`config.mk`:
```
export PLATFORM = sky130hd
export DESIGN_NAME = block_mem_writer
export DESIGN_NICKNAME = d
export VERILOG_FILES = /design/src/rtl/block_mem_writer_pkg.sv /design/src/rtl/block_mem_writer_pattern_gen.sv /design/src/rtl/block_mem_writer.sv
export SDC_FILE = /design/constraint.sdc
export NUM_CORES = 1
export LEC_CHECK = 0
export ABC_AREA = 1
export CAP_MARGIN = 20
export CORE_ASPECT_RATIO = 0.8
export CORE_MARGIN = 1.5
export CORE_UTILIZATION = 53
export CTS_BUF_LIST = sky130_fd_sc_hd__clkbuf_16
export CTS_CLUSTER_DIAMETER = 60
export CTS_CLUSTER_SIZE = 28
export DETAILED_ROUTE_END_ITERATION = 7
export PLACE_DENSITY_LB_ADDON = 0.05
export SETUP_SLACK_MARGIN = 0.05
export SLEW_MARGIN = 20
export SYNTH_ARGS = -nofsm -noshare
export SYNTH_HDL_FRONTEND = slang
export SYNTH_HIERARCHICAL = 1
export SYNTH_SLANG_ARGS = --single-unit
```
`constraint.sdc`:
```
create_clock -name vclk -period 1.9 [get_ports vclk]
set_clock_uncertainty 0.05 [all_clocks]
set_input_delay 0.38 -clock vclk [delete_from_list [all_inputs] [get_ports vclk]]
set_output_delay 0.38 -clock vclk [all_outputs]
set_load 0.01 [all_outputs]
```
`src/rtl/block_mem_writer_pkg.sv`:
```
// Shared definitions for block sprite writers and draw units: style codes,
// pixel codes, writer FSM encoding and default block geometry.
package block_mem_writer_pkg;

    localparam int unsigned BLK_W_DEF  = 78;
    localparam int unsigned BLK_H_DEF  = 53;
    localparam int unsigned BORDER_DEF = 2;
    localparam int unsigned AW_DEF     = 13;

    typedef enum logic [1:0] {
        STY_CLEAR  = 2'd0,
        STY_SOLID  = 2'd1,
        STY_BEVEL  = 2'd2,
        STY_HOLLOW = 2'd3
    } style_e;

    // Pixel codes, also used by the draw units' colour mapping
    localparam logic [1:0] PIX_BLACK  = 2'b00;
    localparam logic [1:0] PIX_COLOR  = 2'b01;
    localparam logic [1:0] PIX_HILITE = 2'b11;

    typedef enum logic [1:0] {
        ST_IDLE  = 2'd0,
        ST_WAIT  = 2'd1,
        ST_WRITE = 2'd2,
        ST_DONE  = 2'd3
    } state_e;

endpackage

```
`src/rtl/block_mem_writer_pattern_gen.sv`:
```
// Combinational pattern generator: maps (style, col, row) to a 2-bit pixel code.
module block_pattern_gen
    import block_mem_writer_pkg::*;
#(
    parameter int unsigned BLK_W  = BLK_W_DEF,
    parameter int unsigned BLK_H  = BLK_H_DEF,
    parameter int unsigned BORDER = BORDER_DEF,
    parameter int unsigned CW     = $clog2(BLK_W),
    parameter int unsigned RW     = $clog2(BLK_H)
) (
    input  logic [1:0]    style_i,
    input  logic [CW-1:0] col_i,
    input  logic [RW-1:0] row_i,
    output logic [1:0]    pix_c_o
);

    localparam logic [CW-1:0] COL_LO = CW'(BORDER);
    localparam logic [CW-1:0] COL_HI = CW'(BLK_W - BORDER);
    localparam logic [RW-1:0] ROW_LO = RW'(BORDER);
    localparam logic [RW-1:0] ROW_HI = RW'(BLK_H - BORDER);

    logic   border;
    style_e sty;

    always_comb begin
        border  = (col_i < COL_LO) || (col_i >= COL_HI) ||
                  (row_i < ROW_LO) || (row_i >= ROW_HI);
        sty     = style_e'(style_i);
        pix_c_o = PIX_BLACK;
        case (sty)
            STY_CLEAR:  pix_c_o = PIX_BLACK;
            STY_SOLID:  pix_c_o = PIX_COLOR;
            STY_BEVEL:  pix_c_o = border ? PIX_HILITE : PIX_COLOR;
            STY_HOLLOW: pix_c_o = border ? PIX_HILITE : PIX_BLACK;
            default:    pix_c_o = PIX_BLACK;
        endcase
    end

endmodule

```
`src/rtl/block_mem_writer.sv`:
```
// Fills the block sprite memory with a generated pattern, one pixel per
// vblank cycle, with a start/busy/done handshake to the game controller.
module block_mem_writer
    import block_mem_writer_pkg::*;
#(
    parameter int unsigned BLK_W  = BLK_W_DEF,
    parameter int unsigned BLK_H  = BLK_H_DEF,
    parameter int unsigned BORDER = BORDER_DEF,
    parameter int unsigned AW     = AW_DEF
) (
    input  logic          vclk,
    input  logic          rst,
    input  logic          start,
    input  logic [1:0]    style,
    input  logic          vblank,
    output logic          busy,
    output logic          done,
    output logic          we,
    output logic [AW-1:0] waddr,
    output logic [1:0]    wdata
);

    localparam int unsigned   NPIX      = BLK_W * BLK_H;
    localparam int unsigned   CW        = $clog2(BLK_W);
    localparam int unsigned   RW        = $clog2(BLK_H);
    localparam logic [AW-1:0] LAST_ADDR = AW'(NPIX - 1);
    localparam logic [CW-1:0] COL_LAST  = CW'(BLK_W - 1);

    state_e        state_q, state_d;
    logic [AW-1:0] addr_q,  addr_d;
    logic [CW-1:0] col_q,   col_d;
    logic [RW-1:0] row_q,   row_d;
    logic [1:0]    style_q, style_d;
    logic          busy_q,  busy_d;
    logic          done_q,  done_d;
    logic          we_q,    we_d;
    logic [AW-1:0] waddr_q, waddr_d;
    logic [1:0]    wdata_q, wdata_d;
    logic [1:0]    pix_c;

    block_pattern_gen #(
        .BLK_W  (BLK_W),
        .BLK_H  (BLK_H),
        .BORDER (BORDER),
        .CW     (CW),
        .RW     (RW)
    ) u_pattern (
        .style_i (style_q),
        .col_i   (col_q),
        .row_i   (row_q),
        .pix_c_o (pix_c)
    );

    // Next-state and registered-output logic
    always_comb begin
        state_d = state_q;
        addr_d  = addr_q;
        col_d   = col_q;
        row_d   = row_q;
        style_d = style_q;
        busy_d  = busy_q;
        done_d  = 1'b0;
        we_d    = 1'b0;
        waddr_d = waddr_q;
        wdata_d = wdata_q;

        case (state_q)
            ST_IDLE: begin
                if (start) begin
                    style_d = style;
                    addr_d  = '0;
                    col_d   = '0;
                    row_d   = '0;
                    busy_d  = 1'b1;
                    state_d = ST_WAIT;
                end
            end
            ST_WAIT: begin
                if (vblank) begin
                    state_d = ST_WRITE;
                end
            end
            ST_WRITE: begin
                if (vblank) begin
                    we_d    = 1'b1;
                    waddr_d = addr_q;
                    wdata_d = pix_c;
                    // Counters stop on the last pixel so the address never wraps
                    if (addr_q == LAST_ADDR) begin
                        state_d = ST_DONE;
                    end else begin
                        addr_d = addr_q + AW'(1);
                        if (col_q == COL_LAST) begin
                            col_d = '0;
                            row_d = row_q + RW'(1);
                        end else begin
                            col_d = col_q + CW'(1);
                        end
                    end
                end else begin
                    state_d = ST_WAIT;
                end
            end
            ST_DONE: begin
                done_d  = 1'b1;
                busy_d  = 1'b0;
                state_d = ST_IDLE;
            end
            default: begin
                state_d = ST_IDLE;
            end
        endcase
    end

    always_ff @(posedge vclk or posedge rst) begin
        if (rst) begin
            state_q <= ST_IDLE;
            addr_q  <= '0;
            col_q   <= '0;
            row_q   <= '0;
            style_q <= '0;
            busy_q  <= 1'b0;
            done_q  <= 1'b0;
            we_q    <= 1'b0;
            waddr_q <= '0;
            wdata_q <= PIX_BLACK;
        end else begin
            state_q <= state_d;
            addr_q  <= addr_d;
            col_q   <= col_d;
            row_q   <= row_d;
            style_q <= style_d;
            busy_q  <= busy_d;
            done_q  <= done_d;
            we_q    <= we_d;
            waddr_q <= waddr_d;
            wdata_q <= wdata_d;
        end
    end

    assign busy  = busy_q;
    assign done  = done_q;
    assign we    = we_q;
    assign waddr = waddr_q;
    assign wdata = wdata_q;

endmodule

```
==> results.json, run 1 <==
{
  "outcome": "finished clean",
  "num_rows": 22,
  "cp_data_required_time_ns": 2.03,
  "clock_latency_ns": 0.29,
  "post_synth_num_cell_types": 33,
  "total_detailed_routing_wirelength_mm": 5.659,
  "vias_per_cell": 5.216,
  "critical_path_maximum_fanout": 21,
  "postCtsSetupRepairBufs": 0,
  "wl_met1_mm": 2.802,
  "place.detailed.instances": 427,
  "grt_max_degree": 23,
  "criticalPathCategory": "flip-flop to flip-flop",
  "final_min_period_over_clock_period": 0.8976,
  "met3_wirelength_um": 377,
  "cts.root.buffer_cell": "sky130_fd_sc_hd__clkbuf_16",
  "io_pins": 24,
  "cts-hold-fix-buffers": 0,
  "start_util": 0.5674,
  "first_pass_grt_wire_length_mm": 9.791,
  "cts-buffers-inserted": 5,
  "fillerInstances": 385,
  "seq_area_frac_synth": 0.4471,
  "topRoutingLayerUsed": "met4",
  "layout.nets": 385,
  "cts.clk_slew.worst_paths_ns": 0.07,
  "crit_arrival_ns": 1.83,
  "drcViolationCount": 0,
  "track_usage": 0.2394,
  "fp.dieW_um": 82.60,
  "fp.coreArea_um2": 4735,
  "worst_setup_path_startpoint": "addr_q[1]$_DFFE_PP0P_",
  "power.density_cell_area_nw_per_um2": 1015,
  "synthesis.area_per_instance_um2": 7.809,
  "seqCellArea_um2": 1201,
  "layoutNonFillerInstCount": 435,
  "min-delay-path-class": "primary input to asynchronous set/reset pin",
  "initialDrtViolationCount": 209,
  "multi_input_area_um2": 1252,
  "drt.antenna.violating_nets": 0,
  "synthesis.yosys.warnings": 6,
  "max_freq_mhz": 586.4,
  "fin_crit_period_ns": 1.705,
  "critical_path_capture_point_type": "flip-flop",
  "final_hold_viol_count": 0,
  "final_layout_size_suffix_gt1_frac": 0.1307,
  "cap_violations": 0,
  "port_buffers": 23,
  "floorplan.die_area_um2": 5507,
  "antenna_found_initial": 0,
  "cts_sinks": 48,
  "met2_length_mm": 2.412,
  "postSynthNetCount": 355,
  "count_of_instances_resized_after_the_clock_tree_is_built": 0,
  "finalWeightedCongestion": 0.8301,
  "crit_path_top_delay_cell": "sky130_fd_sc_hd__dfrtp_1",
  "htree_num_levels": 2,
  "rsz0062_at_grt": "false",
  "die-height_um": 66.68,
  "setup_tns_ns": 0,
  "rr_startpoint": "addr_q[1]$_DFFE_PP0P_",
  "globalRouteOverflowTotal": 0,
  "drt_pass1_iterations": 4,
  "worstSetupStartpointType": "flip-flop",
  "wire_per_inst_um": 13.01,
  "cts_tree": "yes",
  "syn_inst": 344,
  "hpwl_mm": 4.136,
  "slew_viol_final": 0,
  "ys_ff_latch": 48,
  "critical-path-max-stage-delay_ns": 0.42,
  "p_leak_nw": 1.480,
  "path_cells": "inv_1, ha_1, nand2_1, nor2_1, nand3_2, nand2_4, nand2_4, nand2_1, o21ai_2",
  "grt_pass1_vias": 2135,
  "setup_violations": 0,
  "cts_max_path_buffers": 2,
  "worst_pin_slew_ns": 0.4845,
  "synthToLayoutAreaGrowth_pct": 16.67,
  "vias": 2269,
  "vdd_ir_drop_max_mv": 0.7547,
  "n_antenna_cell": 0,
  "timing.max_slew.rel_slack": 0.6765,
  "synthesis.area_um2": 2686
}
## layer usage
layer	vias up	GRT usage
li1	1144	-
met1	1055	0.3496
met2	62	0.3577
met3	8	0.04795
met4	0	0.06875
met5	-	0
## power breakdown
part	switching (mW)	total, mW	internal [mW]
registers	0.141	1.33	1.19
clock network	0.366	0.844	0.478
logic	0.607	1.01	0.401
total	1.11	3.18	2.07
## flip-flops by register name, indices dropped and copies added (netlist names)
signal / cells
addr_q: 13
waddr: 13
col_q: 7
row_q: 6
state_q: 2
style_q: 2
wdata: 2
busy: 1
done: 1
we: 1
## per-stage QoR
step	instance area, um^2	setup WS [ns]	power (mW)	hold WS, ns	utilization
finish	3134	0.1945	3.181	0.3842	0.6620
global route	3134	0.07323	3.389	0.4550	0.6620
CTS	3134	0.1836	3.208	0.4042	0.6620
detailed placement	2994	0.1421	2.351	0.4229	0.6324
global placement	2994	0.1728	2.331	0.4140	0.6324
floorplan	2686	0.3255	2.013	0.4426	-
## cell usage in the layout (no fill, tap or decap), drive strengths merged, types with 3 or more instances in the layout
cell type and count:
nor3 3, o21ai 30, xor2 6, dfrtp 48
buf 9, nor2 41, a21oi 3, clkinv 3
nand3 36, ha 5, inv 39, nand2 108
clkbuf 5, clkdlybuf4s50 23, nand4 6
## layout make-up
class                      instances  share of cell area
inverter                          40             0.04950
clock inverter                     3            0.004790
sequential                        48              0.3832
tap                               60             0.02395
multi-input combinational        247              0.3996
clock buffer                       5             0.03992
timing repair buffer              32             0.09900
## cell usage after synthesis
cell type | n | area [um^2]
sky130_fd_sc_hd__a21oi_1 | 2 | 10.01
sky130_fd_sc_hd__a21oi_2 | 1 | 8.760
sky130_fd_sc_hd__buf_2 | 2 | 10.01
sky130_fd_sc_hd__buf_4 | 1 | 7.510
sky130_fd_sc_hd__buf_6 | 5 | 56.30
sky130_fd_sc_hd__clkbuf_1 | 1 | 3.750
sky130_fd_sc_hd__clkinv_1 | 1 | 3.750
sky130_fd_sc_hd__clkinv_4 | 1 | 8.760
sky130_fd_sc_hd__dfrtp_1 | 48 | 1201
sky130_fd_sc_hd__ha_1 | 5 | 62.56
sky130_fd_sc_hd__inv_1 | 35 | 131.4
sky130_fd_sc_hd__inv_2 | 3 | 11.26
sky130_fd_sc_hd__mux2_2 | 2 | 22.52
sky130_fd_sc_hd__nand2_1 | 100 | 375.4
sky130_fd_sc_hd__nand2_2 | 5 | 31.28
sky130_fd_sc_hd__nand2_4 | 3 | 33.78
sky130_fd_sc_hd__nand3_1 | 34 | 170.2
sky130_fd_sc_hd__nand3_2 | 2 | 20.02
sky130_fd_sc_hd__nand3b_1 | 1 | 7.510
sky130_fd_sc_hd__nand4_1 | 6 | 37.54
sky130_fd_sc_hd__nor2_1 | 35 | 131.4
sky130_fd_sc_hd__nor2_2 | 5 | 31.28
sky130_fd_sc_hd__nor2_4 | 1 | 11.26
sky130_fd_sc_hd__nor3_1 | 3 | 15.01
sky130_fd_sc_hd__nor3b_2 | 1 | 12.51
sky130_fd_sc_hd__o21ai_0 | 17 | 85.08
sky130_fd_sc_hd__o21ai_1 | 6 | 30.03
sky130_fd_sc_hd__o21ai_2 | 7 | 61.31
sky130_fd_sc_hd__o31ai_2 | 1 | 12.51
sky130_fd_sc_hd__or2_0 | 1 | 6.260
sky130_fd_sc_hd__or2_2 | 1 | 6.260
sky130_fd_sc_hd__xnor2_1 | 2 | 17.52
sky130_fd_sc_hd__xor2_1 | 6 | 52.55
## critical path: cells and delay by family, from the launching register on
| family | cells | cell delay (ns) |
|---|---|---|
| simple gates | 6 | 0.82 |
| flops | 1 | 0.42 |
| fa+ha+maj | 1 | 0.15 |
| buf+inv | 1 | 0.10 |
| compound gates | 1 | 0.05 |
## cell families (layout without fill, tap and decap cells)
| group | count (synthesis) | after routing | share of synthesized area |
|---|---|---|---|
| AO/OA/AOI/OAI | 34 | 34 | 0.07732 |
| AND/OR/NAND/NOR | 198 | 198 | 0.3312 |
| adder cells (fa/ha/maj) | 5 | 5 | 0.02329 |
| XOR/XNOR | 8 | 8 | 0.02608 |
| multiplexers | 2 | 2 | 0.008383 |
| flip-flops | 48 | 48 | 0.4471 |
| buffers and inverters | 49 | 80 | 0.08663 |
## worst paths after layout
check                      slack [ns]  cells past startpoint                    end
max                              0.19                      9   col_q[3]$_DFFE_PP0P_
min                              0.38                      2  waddr[10]$_DFFE_PP0P_
max reg2reg                      0.19                      9   col_q[3]$_DFFE_PP0P_
min reg2reg                      0.43                      2   waddr[5]$_DFFE_PP0P_
max in group asynchronous        0.93                      3  addr_q[4]$_DFFE_PP0P_
min in group vclk                0.43                      2   waddr[5]$_DFFE_PP0P_
No activity file was read; power rests on OpenSTA's default activity.
==> run 2, diff against run 1 <==
--- a/config.mk
+++ b/config.mk
@@ -5,7 +5,6 @@
 export SDC_FILE = /design/constraint.sdc
 export NUM_CORES = 1
 export LEC_CHECK = 0
-export ABC_AREA = 1
 export CAP_MARGIN = 20
 export CORE_ASPECT_RATIO = 0.8
 export CORE_MARGIN = 1.5
==> run 2 against run 1 <==
Net effect: final cell count is 6.2% lower; worst setup slack got worse by 0.39 ns; critical endpoint is now col_q[2]$_DFFE_PP0P_; sequential power shrank 3%; critical path depth fell by 1; flip-flop and latch count did not move; utilization grew 16 points; maximum frequency down 19%; the flow now finishes with violations (negative setup slack); combinational power is 31% higher; routed wire length grew 41%; global-route usage increased by 4.1 points; die area down 7.1%; largest cell class unchanged.
==> results.json, run 2 <==
{
  "outcome": "finished with violations",
  "failed_checks": "negative setup slack",
  "fillerInstances": 265,
  "n_antenna_cell": 0,
  "pre_cts_ws_ns": -0.4142,
  "power.density_cell_area_nw_per_um2": 929.9,
  "track_usage": 0.2807,
  "crit_arrival_ns": 2.27,
  "criticalPathCategory": "flip-flop to flip-flop",
  "critical_path_capture_point_type": "flip-flop",
  "antenna_found_initial": 0,
  "timing.hold.ws_ns": 0.3363,
  "layout.nets": 358,
  "cts-buffers-inserted": 5,
  "p_leak_nw": 1.667,
  "async_reset_ff_frac": 1.000,
  "vdd_ir_drop_max_mv": 0.9719,
  "globalRouteOverflowTotal": 0,
  "vias_per_cell": 6.221,
  "top_cells_by_area_synth": "sky130_fd_sc_hd__dfrtp_1 48%, sky130_fd_sc_hd__nand2_1 10%, sky130_fd_sc_hd__o21ai_0 3.0%",
  "cts_sinks": 48,
  "floorplan.die_area_um2": 5113,
  "synthesis.yosys.warnings": 6,
  "drt_pass1_iterations": 5,
  "slew_viol_final": 0,
  "post_synth_mux_area_share": 0.01007,
  "clock_latency_ns": 0.29,
  "syn_inst": 263,
  "worstSetupStartpointType": "flip-flop",
  "hpwl_mm": 4.554,
  "dominantRegCellSynth": "sky130_fd_sc_hd__dfrtp_1",
  "fp.coreArea_um2": 4542,
  "synthesis.area_per_instance_um2": 9.453,
  "port_buffers": 23,
  "critical_path_maximum_fanout": 4,
  "synthesis.area_um2": 2486,
  "timing.final.ws_setup_ns": -0.1974,
  "seq_area_frac_synth": 0.4831,
  "synth-xor-area-share": 0,
  "place.detailed.instances": 390,
  "cts.root.buffer_cell": "sky130_fd_sc_hd__clkbuf_16",
  "cts-hold-fix-buffers": 0,
  "max_freq_mhz": 476.8,
  "die-height_um": 64.26,
  "htree_num_levels": 2,
  "synth_top_area_cell": "sky130_fd_sc_hd__dfrtp_1",
  "post_synth_num_cell_types": 57,
  "crit_path_top_delay_cell": "sky130_fd_sc_hd__or4bb_4",
  "critical-path-max-stage-delay_ns": 0.53,
  "path_cells": "inv_2, ha_4, or4bb_4, buf_6, o31ai_4, a21oi_2, buf_4, a21oi_1",
  "yosysTopAreaCellShare": 0.4831,
  "final_min_period_over_clock_period": 1.104,
  "simple_logic_cell_fraction_of_the_synthesized_area": 0.2733,
  "synth-compound-area-share": 0.1777,
  "post_synth_fa_ha_maj_area_fraction": 0.02516,
  "final_cell_mix": "65 x sky130_fd_sc_hd__nand2_1, 48 x sky130_fd_sc_hd__dfrtp_1, 47 x sky130_fd_sc_hd__buf_4",
  "finalWeightedCongestion": 0.8276,
  "synthToLayoutAreaGrowth_pct": 50.03,
  "drcViolationCount": 0,
  "fin_crit_period_ns": 2.097,
  "cts_tree": "yes",
  "synth_top_family_by_area": "simple AND/OR/NAND/NOR gates",
  "start_util": 0.5474,
  "vias": 2538,
  "initialDrtViolationCount": 180,
  "postSynthNetCount": 274,
  "worst_pin_slew_ns": 0.4051,
  "final_layout_size_suffix_gt1_frac": 0.3707,
  "rsz0062_at_grt": "true",
  "cts.clk_slew.worst_paths_ns": 0.07,
  "layout_commonest_cell": "sky130_fd_sc_hd__nand2_1",
  "synthMostInstantiatedCell": "sky130_fd_sc_hd__nand2_1",
  "setup_violations": 26,
  "final_hold_viol_count": 0,
  "io_pins": 24,
  "min-delay-path-class": "primary input to asynchronous set/reset pin",
  "layoutNonFillerInstCount": 408,
  "cp_data_required_time_ns": 2.07,
  "cap_violations": 0,
  "post_synth_edffs": 0,
  "final_core_density": 0.8212,
  "first_pass_grt_wire_length_mm": 11.00,
  "cts_max_path_buffers": 2,
  "grt_pass1_vias": 2333,
  "num_rows": 22,
  "drt.antenna.violating_nets": 0,
  "fp.dieW_um": 79.58,
  "setup_tns_ns": -3.732,
  "ys_ff_latch": 48,
  "synth_common_cells": "66 x sky130_fd_sc_hd__nand2_1, 48 x sky130_fd_sc_hd__dfrtp_1, 15 x sky130_fd_sc_hd__o21ai_0",
  "timing.max_slew.rel_slack": 0.7296,
  "total_detailed_routing_wirelength_mm": 7.960,
  "grt_max_degree": 35,
  "wire_per_inst_um": 19.51
}
-- run 2: changes by cell type in the layout (fill, tap and decap cells not counted), sizes merged, moves of 5 or more --
cell | before | now
o31ai | 1 | 6
o21ai | 30 | 16
xor2 | 6 | 0
inv | 39 | 10
nand3 | 36 | 11
a21oi | 3 | 10
or4 | 0 | 9
buf | 9 | 61
nand2 | 108 | 67
nor2 | 41 | 12
a31oi | 0 | 8
-- run 2: critical path: cells and delay by family, from the launching register on --
kind	cells	cell delay [ns]
adder cells (fa/ha/maj)	1	0.13
AND/OR/NAND/NOR	1	0.53
buffers and inverters	3	0.41
flip-flops	1	0.40
AO/OA/AOI/OAI	3	0.49
-- run 2: area by class of cell --
class	count	area (um^2)	share of cell area
clock buffers	5	125.1	0.03355
clock inverters	3	15.01	0.004025
inverters	10	38.79	0.01040
multi-input cells	198	1518	0.4069
flip-flops and latches	48	1201	0.3220
well taps	60	75.07	0.02013
repair buffers	84	757.0	0.2030
-- run 2: logic make-up after synthesis --
family / Yosys count
AOI/OAI and AO/OA: 62
adders and majority gates: 5
buffers and inverters: 17
DFF: 48
muxes: 2
and+or+nand+nor: 129
-- run 2: final timing paths --
path	slack, ns	depth (start not counted)	startpoint	to
max in group asynchronous	0.96	3	rst	waddr[0]$_DFFE_PP0P_
hold / removal	0.34	2	rst	addr_q[5]$_DFFE_PP0P_
hold reg to reg	0.43	2	waddr[12]$_DFFE_PP0P_	waddr[12]$_DFFE_PP0P_
setup reg to reg	-0.20	8	addr_q[1]$_DFFE_PP0P_	col_q[2]$_DFFE_PP0P_
setup / recovery	-0.20	8	addr_q[1]$_DFFE_PP0P_	col_q[2]$_DFFE_PP0P_
min in group vclk	0.43	2	waddr[12]$_DFFE_PP0P_	waddr[12]$_DFFE_PP0P_
-- run 2: power breakdown --
group	leakage [nW]	total (mW)	internal (mW)	switching (mW)
clock network	0.0687	0.859	0.479	0.380
registers	0.655	1.29	1.17	0.118
logic	0.944	1.32	0.634	0.689
total	1.67	3.47	2.28	1.19
-- run 2: through the flow --
stage | total power, mW | instance area [um^2]
after floorplan | 1.801 | 2509
after global placement | 2.282 | 3171
after detailed placement | 2.320 | 3171
after CTS | 3.234 | 3396
after global routing | 3.634 | 3730
final | 3.468 | 3730
-- run 2: what timing repair did --
| action | 4_1_cts | 5_1_grt |
|---|---|---|
| gates cloned | 0 | 0 |
| gates resized for setup | 12 | 65 |
| pin swaps | 9 | 21 |
| setup buffers | 6 | 5 |
| setup endpoints to repair | 27 | 27 |
-- run 2: layer usage --
layer | routed length, um | vias up | track usage
li1 | - | 1127 | -
met1 | 3298 | 1257 | 0.3910
met2 | 3863 | 127 | 0.4322
met3 | 538 | 27 | 0.05429
met4 | 260 | 0 | 0.1075
met5 | 0 | - | 0
==> run 3, diff against run 2 <==
--- a/config.mk
+++ b/config.mk
@@ -8,7 +8,7 @@
 export CAP_MARGIN = 20
 export CORE_ASPECT_RATIO = 0.8
 export CORE_MARGIN = 1.5
-export CORE_UTILIZATION = 53
+export CORE_UTILIZATION = 57
 export CTS_BUF_LIST = sky130_fd_sc_hd__clkbuf_16
 export CTS_CLUSTER_DIAMETER = 60
 export CTS_CLUSTER_SIZE = 28
==> run 3 against run 2 <==
Net effect: critical endpoint is now addr_q[7]$_DFFE_PP0P_; count of clock-buffer cells in the layout unchanged; routed wire length up 6.6%; final cell count down 0.49%; utilization up 6.0 points; worst hold slack better by 0.021 ns; sequential share of layout area up 0.43 points; largest cell class unchanged; register-to-register slack worse by 0.05 ns; the flow still finishes with violations (negative setup slack); global-route usage up 3.0 points; flip-flop and latch count unchanged.
==> results.json, run 3 (synthesis gave the netlist of run 2 again) <==
{
  "max_freq_mhz": 466.4,
  "p_switching_mw": 1.174,
  "r2r_end": "addr_q[7]$_DFFE_PP0P_",
  "critical_path_capture_point_type": "flip-flop",
  "wire_per_inst_um": 20.90,
  "port_buffers": 23,
  "grt_max_degree": 23,
  "r2r_cells": 7,
  "seq_power_share": 0.363,
  "failed_checks": "negative setup slack",
  "finalWeightedCongestion": 0.9066,
  "r2r_slack_ns": -0.24,
  "fin_crit_period_ns": 2.144,
  "critical_path_maximum_fanout": 7,
  "power.density_cell_area_nw_per_um2": 975.6,
  "min-delay-path-class": "primary input to asynchronous set/reset pin",
  "power_frac_comb": 0.352,
  "worstSetupEndpoint": "addr_q[7]$_DFFE_PP0P_",
  "start_util": 0.5951,
  "drcViolationCount": 0,
  "criticalPathCategory": "flip-flop to flip-flop",
  "io_pins": 24,
  "swShare": 0.3270,
  "floorplan.die_area_um2": 4769,
  "worstPathBufferInverterCount": 2,
  "cts_sinks": 48,
  "final_min_period_over_clock_period": 1.128,
  "cts.clk_slew.worst_paths_ns": 0.07,
  "vias": 2637,
  "clock_latency_ns": 0.29,
  "final_cell_mix": "64 x sky130_fd_sc_hd__nand2_1, 50 x sky130_fd_sc_hd__buf_4, 48 x sky130_fd_sc_hd__dfrtp_1",
  "path_cells": "inv_2, ha_4, or4bb_4, o31a_4, buf_12, o21ai_0, a31oi_1",
  "critical-path-max-stage-delay_ns": 0.53,
  "rr_startpoint": "addr_q[1]$_DFFE_PP0P_",
  "worst_setup_path_startpoint": "addr_q[1]$_DFFE_PP0P_",
  "timing.hold.ws_ns": 0.3568,
  "cp_data_required_time_ns": 2.01,
  "initialDrtViolationCount": 330,
  "cp_num_cells": 7,
  "p_leak_nw": 1.697,
  "timing.max_slew.rel_slack": 0.7055,
  "clockPowerShare": 0.284,
  "fillerInstances": 177,
  "track_usage": 0.3105,
  "cap_violations": 0,
  "final_hold_viol_count": 0,
  "rsz0062_at_grt": "true",
  "num_rows": 21,
  "cts.root.buffer_cell": "sky130_fd_sc_hd__clkbuf_16",
  "seqCellArea_um2": 1201,
  "crit_path_top_delay_cell": "sky130_fd_sc_hd__or4bb_4",
  "final_layout_size_suffix_gt1_frac": 0.3610,
  "outcome": "finished with violations",
  "multi_input_area_um2": 1424,
  "worst_pin_slew_ns": 0.4417,
  "htree_num_levels": 2,
  "n_antenna_cell": 0,
  "total_detailed_routing_wirelength_mm": 8.486,
  "layout.nets": 359,
  "cts-hold-fix-buffers": 0,
  "cts_tree": "yes",
  "worstSetupStartpointType": "flip-flop",
  "drt.antenna.violating_nets": 0,
  "final_core_density": 0.8811,
  "slew_viol_final": 0,
  "setup_violations": 26,
  "post-layout-total-power_mw": 3.591,
  "cts-buffers-inserted": 5,
  "p_int_mw": 2.417,
  "crit_arrival_ns": 2.25,
  "timing.final.ws_setup_ns": -0.2439,
  "first_pass_grt_wire_length_mm": 11.16,
  "grt_pass1_vias": 2303,
  "drt_pass1_iterations": 5,
  "synthToLayoutAreaGrowth_pct": 48.06,
  "antenna_found_initial": 0,
  "layout_commonest_cell": "sky130_fd_sc_hd__nand2_1",
  "cts_max_path_buffers": 2,
  "fp.coreArea_um2": 4178,
  "vias_per_cell": 6.495,
  "fp.dieW_um": 76.84,
  "globalRouteOverflowTotal": 0,
  "vdd_ir_drop_max_mv": 0.8480,
  "timing.critical_path.max_delay_family": "compound AO/OA/AOI/OAI gates",
  "die-height_um": 62.07,
  "hpwl_mm": 4.404
}
run 3: worst min path at each step:
| stage | cells after the start | slack, ns | to | from |
|---|---|---|---|---|
| 4_1_cts | 2 | 0.37 | addr_q[1]$_DFFE_PP0P_ | rst |
| 5_1_grt | 2 | 0.40 | style_q[1]$_DFFE_PP0P_ | rst |
| 3_5_place_dp | 2 | 0.41 | waddr[5]$_DFFE_PP0P_ | waddr[5]$_DFFE_PP0P_ |
| 2_1_floorplan | 2 | 0.41 | style_q[0]$_DFFE_PP0P_ | style_q[0]$_DFFE_PP0P_ |
| 6_report | 2 | 0.36 | waddr[12]$_DFFE_PP0P_ | rst |
| 3_3_place_gp | 2 | 0.41 | waddr[8]$_DFFE_PP0P_ | waddr[8]$_DFFE_PP0P_ |
run 3: repair_timing:
| item | CTS | global route |
|---|---|---|
| hold endpoints to repair | 0 | 0 |
| gates cloned | 1 | 1 |
| buffers inserted | 2 | 7 |
| resized for setup | 24 | 39 |
| endpoints found under the setup margin | 26 | 27 |
| pin swaps | 20 | 18 |
run 3: area by class of cell:
| class | count | area share |
|---|---|---|
| sequential | 48 | 0.3263 |
| tap | 57 | 0.01937 |
| clock inverter | 3 | 0.01258 |
| timing repair buffer | 85 | 0.2104 |
| clock buffer | 5 | 0.03399 |
| inverter | 10 | 0.01054 |
| multi-input combinational | 198 | 0.3868 |
run 3: power by group through the flow:
stage	Sequential [mW]	Combinational, mW	Clock [mW]
detailed placement	1.30	0.981	0
global placement	1.29	0.963	0
global route	1.32	1.35	1.06
CTS	1.29	1.06	1.02
floorplan	1.30	0.497	0
finish	1.31	1.26	1.02
run 3: stage by stage:
step                setup slack (ns)  cell area, um^2  std cells  TNS (ns)
detailed placement           -0.3191             3179        387    -3.633
CTS                          -0.1388             3481        398    -1.715
global placement             -0.2703             3179        387    -2.947
global route                 -0.3365             3681        406    -4.455
finish                       -0.2439             3681        406    -3.505
floorplan                   -0.08311             2509        263   -0.5783
run 3: per-layer routing:
| layer | share of wire | track usage | wire (um) |
|---|---|---|---|
| met5 | 0 | 0 | 0 |
| met4 | 0.037 | 0.1190 | 318 |
| met3 | 0.084 | 0.05985 | 711 |
| met2 | 0.47 | 0.5284 | 3997 |
| met1 | 0.41 | 0.4067 | 3459 |
run 3: worst reg2reg max path, delay by kind of cell, from the launching register on:
family	cells	cell delay, ns
AND/OR/NAND/NOR	1	0.53
flip-flops	1	0.40
adder cells (fa/ha/maj)	1	0.12
buffers and inverters	2	0.25
AO/OA/AOI/OAI	3	0.65
